==> src/rtl/cmd_bus_arbiter.sv <==
`timescale 1ns/1ps
`default_nettype none
// ============================================================================
// Module   : cmd_bus_arbiter
// Purpose  : Round-robin arbiter sharing one command-bus master port among
//            P_NUM_REQ requesters. One pending slot per requester, one
//            transaction in flight, ack/rdata or timeout routed to the owner.
// Revision : 1.0 - initial release
// ============================================================================
module cmd_bus_arbiter #(
  parameter int P_NUM_REQ       = 4,
  parameter int ADDR_BITS       = 24,
  parameter int DATA_BITS       = 32,
  parameter int P_WATCHDOG_CLKS = 64
) (
  input  logic                           i_sysclk,
  input  logic                           i_srst,
  input  logic [P_NUM_REQ-1:0]           i_req_sel,
  input  logic [P_NUM_REQ-1:0]           i_req_rd_wr_n,
  input  logic [P_NUM_REQ*ADDR_BITS-1:0] i_req_byte_addr,
  input  logic [P_NUM_REQ*DATA_BITS-1:0] i_req_wdata,
  output logic [P_NUM_REQ-1:0]           o_req_ack,
  output logic [P_NUM_REQ-1:0]           o_req_timeout,
  output logic [DATA_BITS-1:0]           o_req_rdata,
  output logic [P_NUM_REQ-1:0]           o_req_overflow,
  output logic                           o_m_sel,
  output logic                           o_m_rd_wr_n,
  output logic [ADDR_BITS-1:0]           o_m_byte_addr,
  output logic [DATA_BITS-1:0]           o_m_wdata,
  input  logic                           i_m_ack,
  input  logic [DATA_BITS-1:0]           i_m_rdata,
  input  logic                           i_m_timeout,
  output logic                           o_busy,
  output logic [$clog2(P_NUM_REQ)-1:0]   o_grant_idx
);

  localparam int IDX_W = $clog2(P_NUM_REQ);
  localparam int WD_W  = $clog2(P_WATCHDOG_CLKS);
  localparam logic [IDX_W-1:0] RR_RESET = IDX_W'(P_NUM_REQ - 1);
  localparam logic [WD_W-1:0]  WD_LAST  = WD_W'(P_WATCHDOG_CLKS - 1);

  typedef enum logic [1:0] {
    ST_IDLE  = 2'd0,
    ST_ISSUE = 2'd1,
    ST_WAIT  = 2'd2
  } state_t;

  state_t                 state_q, state_d;
  logic [P_NUM_REQ-1:0]   pending_q, pending_d;
  logic [P_NUM_REQ-1:0]   slot_rw_q, slot_rw_d;
  logic [ADDR_BITS-1:0]   slot_addr_q  [P_NUM_REQ];
  logic [ADDR_BITS-1:0]   slot_addr_d  [P_NUM_REQ];
  logic [DATA_BITS-1:0]   slot_wdata_q [P_NUM_REQ];
  logic [DATA_BITS-1:0]   slot_wdata_d [P_NUM_REQ];
  logic [IDX_W-1:0]       grant_q, grant_d;
  logic [IDX_W-1:0]       rr_ptr_q, rr_ptr_d;
  logic [WD_W-1:0]        wd_q, wd_d;
  logic                   m_sel_q, m_sel_d;
  logic                   m_rw_q, m_rw_d;
  logic [ADDR_BITS-1:0]   m_addr_q, m_addr_d;
  logic [DATA_BITS-1:0]   m_wdata_q, m_wdata_d;
  logic [P_NUM_REQ-1:0]   ack_q, ack_d;
  logic [P_NUM_REQ-1:0]   tmo_q, tmo_d;
  logic [P_NUM_REQ-1:0]   ovf_q, ovf_d;
  logic [DATA_BITS-1:0]   rdata_q, rdata_d;

  logic                   hi_found, lo_found, pick_found;
  logic [IDX_W-1:0]       hi_idx, lo_idx, pick_idx;

  // Round-robin pick: lowest pending index above the pointer, else wrap to lowest overall.
  always_comb begin
    hi_found = 1'b0;
    lo_found = 1'b0;
    hi_idx   = '0;
    lo_idx   = '0;
    for (int i = P_NUM_REQ - 1; i >= 0; i--) begin
      if (pending_q[i]) begin
        if (i > int'(rr_ptr_q)) begin
          hi_found = 1'b1;
          hi_idx   = IDX_W'(i);
        end else begin
          lo_found = 1'b1;
          lo_idx   = IDX_W'(i);
        end
      end
    end
    pick_found = hi_found | lo_found;
    pick_idx   = hi_found ? hi_idx : lo_idx;
  end

  // Slot capture plus IDLE/ISSUE/WAIT sequencing; pulses default low every cycle.
  always_comb begin
    state_d      = state_q;
    pending_d    = pending_q;
    slot_rw_d    = slot_rw_q;
    slot_addr_d  = slot_addr_q;
    slot_wdata_d = slot_wdata_q;
    grant_d      = grant_q;
    rr_ptr_d     = rr_ptr_q;
    wd_d         = wd_q;
    m_sel_d      = 1'b0;
    m_rw_d       = m_rw_q;
    m_addr_d     = m_addr_q;
    m_wdata_d    = m_wdata_q;
    ack_d        = '0;
    tmo_d        = '0;
    ovf_d        = '0;
    rdata_d      = '0;

    // A slot that is still pending (including its own completion cycle) rejects new requests.
    for (int k = 0; k < P_NUM_REQ; k++) begin
      if (i_req_sel[k]) begin
        if (pending_q[k]) begin
          ovf_d[k] = 1'b1;
        end else begin
          pending_d[k]    = 1'b1;
          slot_rw_d[k]    = i_req_rd_wr_n[k];
          slot_addr_d[k]  = i_req_byte_addr[k*ADDR_BITS +: ADDR_BITS];
          slot_wdata_d[k] = i_req_wdata[k*DATA_BITS +: DATA_BITS];
        end
      end
    end

    case (state_q)
      ST_IDLE: begin
        if (pick_found) begin
          grant_d   = pick_idx;
          rr_ptr_d  = pick_idx;
          m_sel_d   = 1'b1;
          m_rw_d    = slot_rw_q[pick_idx];
          m_addr_d  = slot_addr_q[pick_idx];
          m_wdata_d = slot_wdata_q[pick_idx];
          state_d   = ST_ISSUE;
        end
      end
      ST_ISSUE: begin
        wd_d    = '0;
        state_d = ST_WAIT;
      end
      ST_WAIT: begin
        // Ack has priority over a simultaneous timeout.
        if (i_m_ack) begin
          ack_d[grant_q]     = 1'b1;
          rdata_d            = i_m_rdata;
          pending_d[grant_q] = 1'b0;
          state_d            = ST_IDLE;
        end else if (i_m_timeout || (wd_q == WD_LAST)) begin
          tmo_d[grant_q]     = 1'b1;
          pending_d[grant_q] = 1'b0;
          state_d            = ST_IDLE;
        end else begin
          wd_d = wd_q + WD_W'(1);
        end
      end
      default: state_d = ST_IDLE;
    endcase
  end

  // State register; reset abandons any in-flight transaction without a completion pulse.
  always_ff @(posedge i_sysclk) begin
    if (i_srst) begin
      state_q   <= ST_IDLE;
      pending_q <= '0;
      slot_rw_q <= '0;
      for (int k = 0; k < P_NUM_REQ; k++) begin
        slot_addr_q[k]  <= '0;
        slot_wdata_q[k] <= '0;
      end
      grant_q   <= '0;
      rr_ptr_q  <= RR_RESET;
      wd_q      <= '0;
      m_sel_q   <= 1'b0;
      m_rw_q    <= 1'b0;
      m_addr_q  <= '0;
      m_wdata_q <= '0;
      ack_q     <= '0;
      tmo_q     <= '0;
      ovf_q     <= '0;
      rdata_q   <= '0;
    end else begin
      state_q      <= state_d;
      pending_q    <= pending_d;
      slot_rw_q    <= slot_rw_d;
      slot_addr_q  <= slot_addr_d;
      slot_wdata_q <= slot_wdata_d;
      grant_q      <= grant_d;
      rr_ptr_q     <= rr_ptr_d;
      wd_q         <= wd_d;
      m_sel_q      <= m_sel_d;
      m_rw_q       <= m_rw_d;
      m_addr_q     <= m_addr_d;
      m_wdata_q    <= m_wdata_d;
      ack_q        <= ack_d;
      tmo_q        <= tmo_d;
      ovf_q        <= ovf_d;
      rdata_q      <= rdata_d;
    end
  end

  assign o_req_ack      = ack_q;
  assign o_req_timeout  = tmo_q;
  assign o_req_rdata    = rdata_q;
  assign o_req_overflow = ovf_q;
  assign o_m_sel        = m_sel_q;
  assign o_m_rd_wr_n    = m_rw_q;
  assign o_m_byte_addr  = m_addr_q;
  assign o_m_wdata      = m_wdata_q;
  assign o_busy         = (state_q != ST_IDLE);
  assign o_grant_idx    = grant_q;

endmodule
`default_nettype wire

==> config.mk <==
export PLATFORM = sky130hd
export DESIGN_NAME = cmd_bus_arbiter
export DESIGN_NICKNAME = d
export VERILOG_FILES = /design/src/rtl/cmd_bus_arbiter.sv
export SDC_FILE = /design/constraint.sdc
export NUM_CORES = 1
export LEC_CHECK = 0
export CAP_MARGIN = 15
export CELL_PAD_IN_SITES_DETAIL_PLACEMENT = 0
export CELL_PAD_IN_SITES_GLOBAL_PLACEMENT = 1
export CORE_MARGIN = 10
export CORE_UTILIZATION = 46
export CTS_CLUSTER_DIAMETER = 120
export CTS_CLUSTER_SIZE = 16
export DETAILED_ROUTE_END_ITERATION = 12
export DONT_BUFFER_PORTS = 1
export GPL_TIMING_DRIVEN = 0
export PLACE_DENSITY = 0.76
export SLEW_MARGIN = 5
export SYNTH_ARGS = -nofsm -noshare
export SYNTH_HDL_FRONTEND = slang
export SYNTH_SLANG_ARGS = --single-unit
==> constraint.sdc <==
create_clock -name i_sysclk -period 2.1 [get_ports i_sysclk]
set_input_delay 0.42 -clock i_sysclk [delete_from_list [all_inputs] [get_ports i_sysclk]]
set_output_delay 0.42 -clock i_sysclk [all_outputs]
set_load 0.005 [all_outputs]
==> summary.md, run 1 <==
| Metric | Value |
|---|---|
| Pre-CTS setup slack | `-0.402 ns` |
| Avg Cell Area, Syn | `8.71 sq um` |
| Drt wl/cell | `21.7 um` |
| Final HPWL DP | `approximately 33000 um` |
| Most common cell after layout, fill and taps aside | `nand2_1` |
| Largest net degree at the start of global routing | `17` |
| Global-route wire length before repair | `67000 um` |
| Clk_lat worst skew | `about 0.55 ns` |
| Cell Int Power | `0.00994 W` |
| Die W | `189 um` |
| Seq cells post-synth | `346` |
| Mapped Nets | `1786` |
| Net switching power | `around 0.0038 W` |
| Row cnt | `61` |
| Final hold slack | `0.00856 ns` |
| Top FF cell, synth | `dfxtp_1` |
| Routed Antenna Nets | `0` |
| Sequential fraction of the synthesis area | `0.524` |
| Final worst path period share | `0.979` |
| Mapped cell area | `13200 sq um` |
| Startpoint Class | `flop` |
| Core area | `28100 sq um` |
| Reg2Reg Setup Slack | `approximately 0.044 ns` |
| Clk root buf | `clkbuf_16` |
| Clock Path Buffers | `3` |
| YS warnings | `0` |
| Die area | `35900 sq um` |
| Sequential share of power | `0.526` |
| RSZ-0062 raised after global routing | `true` |
| Drt first pass iters | `5` |
| Clock sink count | `346` |
| H-tree levels | `1` |
| Hold Vio Cnt, Final | `0` |
| Worst path max stage delay | `0.60 ns` |
| Top delay family on crit path | `simple AND/OR/NAND/NOR gates` |
| PwrDens | `roughly 860 nW/um^2` |
| Die height | `about 190 um` |
| DRT iter0 DRCs | `637` |
| Least-Margin Pin Slew | `0.854 ns` |
| Fin nets | `1943` |
| GP Congestion | `0.816` |
| Clock Power Share | `0.319` |
| Share of cells above drive strength 1 | `0.0771` |
| Final Cell Area | `15900 sq um` |
| Worst Clk Skew | `around 0.02 ns` |
| Crit Path Max Fanout | `10` |
| Via density per instance | `5.40` |
| Max Cap Viol | `0` |
| Crit-path cells | `or4_4 > and3b_4 > or4b_4 > buf_6 > buf_8 > o221ai_2` |
| Crit path required time | `about 2.5 ns` |
| Starting Density | `0.470` |
| Switching Fraction | `0.275` |
| Max Clk Rate | `0.486 GHz` |
| Antenna violations before repair | `3` |
| Final Non-Filler Cells | `2055` |
| EDFF count, synth | `0` |
| Max Slew Vio Count | `0` |
| Number of buffers created by CTS | `25` |
| Crit. End Element | `flop` |
| Vias in the first global route | `11300` |
| Comb power frac | `0.155` |
| Worst Hold Class | `input pin to flop` |
| Pleak | `just under 6 nW` |
| Crit path max-delay cell type | `or4_4` |
| Synth Instances | `between 1500 and 2000` |
| PortBufs | `0` |
| CTS tree | `built` |
| Crit path buf inv count | `2` |
| Worst vdd ir | `~0.46 mV` |
| Async SR Flop Fraction | `0` |
| Synth unique cells | `45` |
| Tot GR Track Use | `0.237` |
| Ports | `373` |
| Drt drc | `0` |
| Slew margin rel. | `0.431` |
| Outcome | `finished, final reports clean` |
| Clock-pin slew on the worst setup and hold paths | `approximately 0.070 ns` |
| Most frequent cells in the layout | `nand2_1, dfxtp_1, a21oi_1` |
| Final worst slack | `0.0439 ns` |
| GRT overflow | `0` |
| Cell Area, Placed | `~14000 sq um` |
| Tmin final | `2.06 ns` |
| Detailed-route via count | `around 11000` |
| Area growth syn-to-layout | `20.2%` |
| Critical path class | `flop to flop` |
| Final setup violation count | `0` |
| Total wire length | `~45000 um` |
| Arr. time, crit path | `2.48 ns` |
| Placed cell count | `1895` |
## final cells by class
type                            instances  area (sq um)
Timing Repair Buffer                  133          1320
Buffer                                114           649
Sequential cell                       346          6930
Clock inverter                          2          17.5
Antenna cell                            3          7.51
Multi-Input combinational cell       1049          5840
Clock buffer                           25           626
Tap cell                              378           473
Fill cell                            2656         12200
Inverter                                5          18.8
## metal layers
metal | up-vias | global-route usage | part of all wire
met1 | 5279 | 0.297 | 0.43
met4 | 0 | 0.0678 | 0.024
li1 | 5437 | - | -
met2 | 333 | 0.389 | 0.47
met3 | 57 | 0.0652 | 0.079
met5 | - | 0 | 0
## sequential cells by signal, indices dropped and copies added (netlist names), 2 cells and up
name and count:
slot_wdata_q 128, slot_addr_q 96, o_m_wdata 32, o_req_rdata 32, o_m_byte_addr 24, wd_q 6, o_req_ack 4, o_req_overflow 4
o_req_timeout 4, pending_q 4, slot_rw_q 4, o_grant_idx 2, rr_ptr_q 2, state_q 2
## worst register-to-register path, stage by stage, from the launching register on
cell and delay [ns]:
dfxtp_2 0.38, or4_4 0.60, and3b_4 0.23, or4b_4 0.24, buf_6 0.19, buf_8 0.19, o221ai_2 0.12
## cells in the mapped netlist, types with 3 or more instances
library cell	count	area, sq um
nand2_1	523	1960
dfxtp_1	346	6930
a21oi_1	237	1190
mux2i_1	116	1160
clkbuf_1	73	274
and3_1	32	200
o221ai_2	30	450
o221ai_1	27	236
buf_1	18	67.6
nor2_1	18	67.6
nor3_1	12	60.1
buf_2	11	55.1
nand2b_1	9	56.3
buf_4	7	52.6
buf_6	6	67.6
nor2b_1	6	37.5
a311oi_1	5	43.8
inv_1	5	18.8
a211oi_1	3	22.5
## path summary, 6_finish.rpt
check	start	to	cells past startpoint
setup / recovery	pending_q[3]	o_m_byte_addr[15]	6
hold / removal	i_req_wdata[116]	slot_wdata_q[20]	2
setup reg to reg	pending_q[3]	o_m_byte_addr[15]	6
hold reg to reg	slot_wdata_q[15]	slot_wdata_q[15]	2
## timing repair
item	in CTS	in global routing
buffers inserted	6	0
endpoints found under the hold margin	127	0
setup endpoints to repair	172	112
gates cloned	0	0
resized for setup	58	18
hold buffers	127	0
pin swaps	0	0
## power by group through the flow
stage	clock network, W	registers [W]	logic [W]
2_1_floorplan	0	0.00725	0.00129
3_5_place_dp	0	0.00735	0.00177
5_1_grt	0.00470	0.00725	0.00231
3_3_place_gp	0	0.00734	0.00174
6_report	0.00438	0.00721	0.00212
4_1_cts	0.00446	0.00720	0.00212
## cells by family after synthesis
logic type / count (synthesis) / synth area share
and+or+nand+nor: 618 / 0.192
DFF: 346 / 0.524
AOI/OAI and AO/OA: 312 / 0.152
buffers and inverters: 122 / 0.0415
muxes: 117 / 0.0887
xor gates and xnor gates: 1 / 0.000663
adders and majority gates: 1 / 0.000947
## per-stage QoR
step | setup TNS [ns] | utilization | power, W
floorplan | 0 | - | 0.00854
global placement | -28.88 | 0.487 | 0.00907
detailed placement | -34.09 | 0.487 | 0.00911
CTS | -0.000896 | 0.564 | 0.0138
global route | -0.0273 | 0.565 | 0.0143
finish | 0 | 0.565 | 0.0137
Power figures use the tool's default switching activity.
==> run 2: changes to the inputs <==
--- a/config.mk
+++ b/config.mk
@@ -9,13 +9,15 @@
 export CELL_PAD_IN_SITES_DETAIL_PLACEMENT = 0
 export CELL_PAD_IN_SITES_GLOBAL_PLACEMENT = 1
 export CORE_MARGIN = 10
-export CORE_UTILIZATION = 46
+export CORE_UTILIZATION = 48
+export CTS_BUF_LIST = sky130_fd_sc_hd__clkbuf_4
 export CTS_CLUSTER_DIAMETER = 120
 export CTS_CLUSTER_SIZE = 16
 export DETAILED_ROUTE_END_ITERATION = 12
 export DONT_BUFFER_PORTS = 1
+export GPL_ROUTABILITY_DRIVEN = 1
 export GPL_TIMING_DRIVEN = 0
-export PLACE_DENSITY = 0.76
+export PLACE_DENSITY_LB_ADDON = 0.1
 export SLEW_MARGIN = 5
 export SYNTH_ARGS = -nofsm -noshare
 export SYNTH_HDL_FRONTEND = slang
==> summary.md, run 2 (same netlist as run 1, synthesis figures left out) <==
| Metric | Value |
|---|---|
| Outcome | `finished, final reports clean` |
| RSZ-0062 raised after global routing | `false` |
| Most frequent cells in the layout | `nand2_1, dfxtp_1, dlygate4sd3_1` |
| Final setup violation count | `0` |
| Clock-pin slew on the worst setup and hold paths | `0.16 ns` |
| Largest regs | `slot_wdata_q: 128 flops, slot_addr_q: 96 flops` |
| Fill count | `between 2000 and 2500` |
| Area growth syn-to-layout | `26.9%` |
| Reg2Reg Setup Slack | `0.06 ns` |
| Most common cell after layout, fill and taps aside | `nand2_1` |
| Crit path required time | `approximately 2.7 ns` |
| Crit Path Max Fanout | `10` |
| Startpoint Class | `flop` |
| Worst r2r path cells | `6` |
| Hold Vio Cnt, Final | `0` |
| Slew margin rel. | `0.407` |
| Critical path class | `flop to flop` |
| Number of buffers created by CTS | `25` |
| Clock sink count | `346` |
| Worst vdd ir | `0.503 mV` |
| Largest net degree at the start of global routing | `17` |
| Total Power | `between 0.01 and 0.015 W` |
| GRT overflow | `0` |
| Worst Clk Skew | `0.0267 ns` |
| Clk root buf | `clkbuf_4` |
| Final Cell Area | `16800 sq um` |
| Antenna violations before repair | `9` |
| Starting Density | `0.489` |
| Crit. End Element | `flop` |
| DRT iter0 DRCs | `658` |
| Final hold slack | `0.0630 ns` |
| PortBufs | `0` |
| Tmin final | `2.04 ns` |
| Die area | `34600 sq um` |
| Row cnt | `60` |
| Worst Setup SP | `pending_q[3]` |
| Arr. time, crit path | `2.66 ns` |
| Clk_lat worst skew | `0.71 ns` |
| Final HPWL DP | `between 30000 and 40000 um` |
| Cell Area, Placed | `around 14000 sq um` |
| Tot GR Track Use | `0.248` |
| Die W | `186 um` |
| Fin nets | `~2100` |
| Hold Path End | `o_req_rdata[10]` |
| Max Cap Viol | `0` |
| Clock Path Buffers | `3` |
| H-tree levels | `1` |
| Max Slew Vio Count | `0` |
| Via density per instance | `5.37` |
| Vias in the first global route | `11700` |
| Pre-CTS setup slack | `-0.367 ns` |
| Total wire length | `44900 um` |
| Pleak | `6.27 nW` |
| Terminus of the critical flop-to-flop path | `o_m_byte_addr[0]` |
| Final worst path period share | `0.970` |
| Hold depth | `2` |
| Ports | `373` |
| Max reg flops | `128` |
| Drt first pass iters | `5` |
| Global-route wire length before repair | `approximately 67000 um` |
| Final worst slack | `0.0630 ns` |
| Max Clk Rate | `0.491 GHz` |
| Worst Hold Class | `input pin to flop` |
| Drt wl/cell | `20.7 um` |
| Core area | `27000 sq um` |
| Least-Margin Pin Slew | `roughly 0.89 ns` |
| Drt drc | `0` |
| RR Startpoint | `pending_q[3]` |
| CTS tree | `built` |
| GP Congestion | `0.808` |
| Worst Hold Launch | `i_m_ack` |
| Fin util | `0.621` |
| Share of cells above drive strength 1 | `0.0706` |
| Die height | `186 um` |
| Top reg by flops | `slot_wdata_q` |
| PwrDens | `721 nW/um^2` |
| Routed Antenna Nets | `0` |
| Detailed-route via count | `11600` |
[run 2: changes by cell type in the layout (fill, tap and decap cells not counted), moves of 2 or more]
cell	previous run	this run
clkbuf_2	10	13
clkbuf_4	2	26
diode_2	3	9
clkbuf_16	26	1
dlygate4sd3_1	127	266
buf_1	18	16
buf_4	13	11
buf_8	3	5
[run 2: worst max path at each step]
stage	slack, ns	to	depth (start not counted)
after floorplan	0.20	o_m_byte_addr[10]	8
after global placement	-0.35	o_m_byte_addr[21]	7
after detailed placement	-0.37	o_m_byte_addr[16]	7
after CTS	-0.004	o_m_wdata[28]	8
after global routing	0.005	o_m_byte_addr[0]	6
final	0.06	o_m_byte_addr[0]	6
[run 2: area by class of cell]
cell class / instances / area [sq um] / share of cell area
plain buffers: 114 / 646 / 0.0385
multi-input cells: 1049 / 5820 / 0.347
repair buffers: 272 / 2710 / 0.161
clock buffers: 25 / 188 / 0.0112
diodes: 9 / 22.5 / 0.00134
flip-flops and latches: 346 / 6930 / 0.413
well taps: 341 / 427 / 0.0254
inverters: 5 / 18.8 / 0.00112
clock inverters: 1 / 8.76 / 0.000522
[run 2: critical path: stages, from the launching register on]
cell	delay, ns
dfxtp_2	0.40
or4_4	0.59
and3b_4	0.23
or4b_4	0.23
buf_8	0.17
buf_8	0.18
o221ai_2	0.11
[run 2: what timing repair did]
item,CTS,global route
setup buffers,6,0
cloned,0,0
endpoints found under the hold margin,277,0
hold buffers,266,0
setup endpoints to repair,147,110
pin swaps,0,1
resized for setup,45,27
[run 2: layer usage]
metal,vias to the layer above,share of wire,global-route usage,routed length [um]
li1,5710,-,-,-
met1,5472,0.42,0.305,18800
met2,367,0.48,0.422,21600
met3,56,0.082,0.0667,3660
met4,0,0.019,0.0603,849
met5,-,0,0,0
[run 2: power by group]
part	internal, W	switching (W)
sequential	0.00694	0.000276
clock	0.000560	0.00201
combinational	0.00104	0.00127
[run 2: per-stage QoR]
| step | TNS, ns | std cells |
|---|---|---|
| 6_report | 0 | 2162 |
| 5_1_grt | 0 | 2161 |
| 4_1_cts | -0.00633 | 2154 |
| 3_5_place_dp | -25.55 | 1858 |
| 3_3_place_gp | -23.48 | 1858 |
| 2_1_floorplan | 0 | 1517 |
==> run 3: changes to the inputs <==
--- a/config.mk
+++ b/config.mk
@@ -9,7 +9,7 @@
 export CELL_PAD_IN_SITES_DETAIL_PLACEMENT = 0
 export CELL_PAD_IN_SITES_GLOBAL_PLACEMENT = 1
 export CORE_MARGIN = 10
-export CORE_UTILIZATION = 48
+export CORE_UTILIZATION = 33
 export CTS_BUF_LIST = sky130_fd_sc_hd__clkbuf_4
 export CTS_CLUSTER_DIAMETER = 120
 export CTS_CLUSTER_SIZE = 16
==> summary.md, run 3 (same netlist as run 1, synthesis figures left out) <==
| Metric | Value |
|---|---|
| Die area | `48400 sq um` |
| Vias in the first global route | `11700` |
| Most common cell after layout, fill and taps aside | `nand2_1` |
| Clock sink count | `346` |
| PortBufs | `0` |
| Startpoint Class | `flop` |
| Pre-CTS setup slack | `-0.481 ns` |
| Clock Power Share | `0.216` |
| Number of buffers created by CTS | `25` |
| Detailed-route via count | `approximately 12000` |
| Max Cap Viol | `0` |
| Hold Path End | `slot_wdata_q[64]` |
| Least-Margin Pin Slew | `approximately 0.86 ns` |
| H-tree levels | `1` |
| Critical path class | `flop to flop` |
| Fin util | `0.431` |
| Max Slew Vio Count | `0` |
| Crit path required time | `2.77 ns` |
| Row cnt | `73` |
| Final HPWL DP | `about 37000 um` |
| Core area | `39600 sq um` |
| Net switching power | `0.00373 W` |
| RR Startpoint | `pending_q[1]` |
| Hold depth | `4` |
| GRT overflow | `0` |
| GR Util met1 | `0.251` |
| Worst r2r path cells | `6` |
| Clock Path Buffers | `3` |
| Terminus of the critical flop-to-flop path | `o_m_byte_addr[21]` |
| Largest net degree at the start of global routing | `17` |
| Worst Clk Skew | `~0.055 ns` |
| GP Congestion | `0.779` |
| CTS tree | `built` |
| Routed Antenna Nets | `0` |
| Drt wl/cell | `21.3 um` |
| PwrDens | `720 nW/um^2` |
| Clk root buf | `clkbuf_4` |
| Largest regs | `slot_wdata_q: 128 flops, slot_addr_q: 96 flops` |
| Outcome | `finished, final reports clean` |
| Clk_lat worst skew | `0.79 ns` |
| DRT iter0 DRCs | `691` |
| Die height | `220 um` |
| Grt met2 use | `0.340` |
| Switching Fraction | `0.303` |
| Crit Path Max Fanout | `10` |
| Most frequent cells in the layout | `nand2_1, dfxtp_1, dlygate4sd3_1` |
| Top reg by flops | `slot_wdata_q` |
| Final hold slack | `0.193 ns` |
| Worst Hold Launch | `i_req_sel[1]` |
| Sequential share of power | `0.587` |
| Comb power frac | `0.197` |
| Met3 GRT Util | `0.0447` |
| Fill count | `approximately 4000` |
| Starting Density | `0.333` |
| Drt drc | `0` |
| Final worst path period share | `0.969` |
| Worst Hold Class | `input pin to flop` |
| Ports | `373` |
| Placed cell count | `a little over 2000` |
| Area growth syn-to-layout | `29.5%` |
| Die W | `about 220 um` |
| Final setup violation count | `0` |
| Final worst slack | `around 0.066 ns` |
| Drt first pass iters | `5` |
| Max reg flops | `128` |
| Slew margin rel. | `0.427` |
| Fin nets | `approximately 2100` |
| Antenna violations before repair | `10` |
| Max Clk Rate | `0.492 GHz` |
| Hold Vio Cnt, Final | `0` |
| Via density per instance | `around 4.9` |
| Top Usage Layer GRT | `met2` |
| Fin Setup TNS | `0 ns` |
| Arr. time, crit path | `2.70 ns` |
| Cell Int Power | `0.00858 W` |
| Global-route wire length before repair | `73700 um` |
| Crit. End Element | `flop` |
| Reg2Reg Setup Slack | `0.07 ns` |
| Total wire length | `50100 um` |
| Tot GR Track Use | `0.199` |
| Share of cells above drive strength 1 | `0.0771` |
| Pleak | `6.31 nW` |
| Tmin final | `2.03 ns` |
| Worst vdd ir | `0.411 mV` |
| Final Non-Filler Cells | `about 2300` |
| Clock-pin slew on the worst setup and hold paths | `0.19 ns` |
[run 3: changes by cell type in the layout (fill, tap and decap cells not counted), moves of 2 or more]
cell | previous run | this run
mux2i_2 | 13 | 15
buf_2 | 5 | 2
clkbuf_1 | 60 | 58
clkbuf_4 | 26 | 30
dlygate4sd3_1 | 266 | 268
mux2i_4 | 1 | 3
mux2i_1 | 102 | 98
diode_2 | 9 | 6
buf_4 | 11 | 8
buf_6 | 4 | 11
[run 3: worst max path at each step]
| stage | startpoint | to | slack, ns | cells past startpoint |
|---|---|---|---|---|
| after floorplan | pending_q[1] | o_m_byte_addr[10] | 0.20 | 8 |
| after global placement | pending_q[1] | o_m_byte_addr[18] | -0.50 | 7 |
| after detailed placement | pending_q[1] | o_m_byte_addr[16] | -0.48 | 7 |
| after CTS | pending_q[0] | o_m_byte_addr[14] | 0.002 | 7 |
| after global routing | pending_q[1] | o_m_byte_addr[3] | -0.003 | 6 |
| final | pending_q[1] | o_m_byte_addr[21] | 0.07 | 6 |
[run 3: routing by layer]
layer  vias up  share of wire
met2       322           0.49
met3        49          0.064
met4         4          0.016
li1       5729              -
met1      5398           0.43
met5         -        0.00042
[run 3: area by class of cell]
cell class                      instances  area, sq um  share of cell area
Clock inverter                          2         12.5            0.000732
Inverter                                5         18.8             0.00110
Tap cell                              525          657              0.0384
Multi-Input combinational cell       1049         5860               0.343
Sequential cell                       346         6940               0.405
Timing Repair Buffer                  274         2740               0.160
Antenna cell                            6         15.0            0.000878
Clock buffer                           25          188              0.0110
Buffer                                116          673              0.0394
[run 3: critical path: stages, from the launching register on]
cell	delay, ns
dfxtp_4	0.41
or4_4	0.58
and3b_4	0.23
or4b_4	0.25
buf_12	0.17
buf_8	0.18
o221ai_2	0.12
[run 3: stage by stage]
step / instance area [sq um] / total power, W
after floorplan: 13200 / 0.00854
after global placement: 13900 / 0.00918
after detailed placement: 13900 / 0.00920
after CTS: 16900 / 0.0124
after global routing: 17100 / 0.0130
final: 17100 / 0.0123
[run 3: what timing repair did]
item	in CTS	in global routing
resized for setup	45	50
endpoints found under the setup margin	181	84
endpoints found under the hold margin	282	0
hold buffers	268	0
buffers inserted	6	0
pin swaps	1	0
[run 3: power groups by stage]
stage / combinational, W / sequential, W / clock (W)
6_report: 0.00243 / 0.00722 / 0.00266
5_1_grt: 0.00265 / 0.00727 / 0.00304
4_1_cts: 0.00239 / 0.00722 / 0.00282
3_5_place_dp: 0.00185 / 0.00735 / 0
3_3_place_gp: 0.00183 / 0.00735 / 0
2_1_floorplan: 0.00129 / 0.00725 / 0
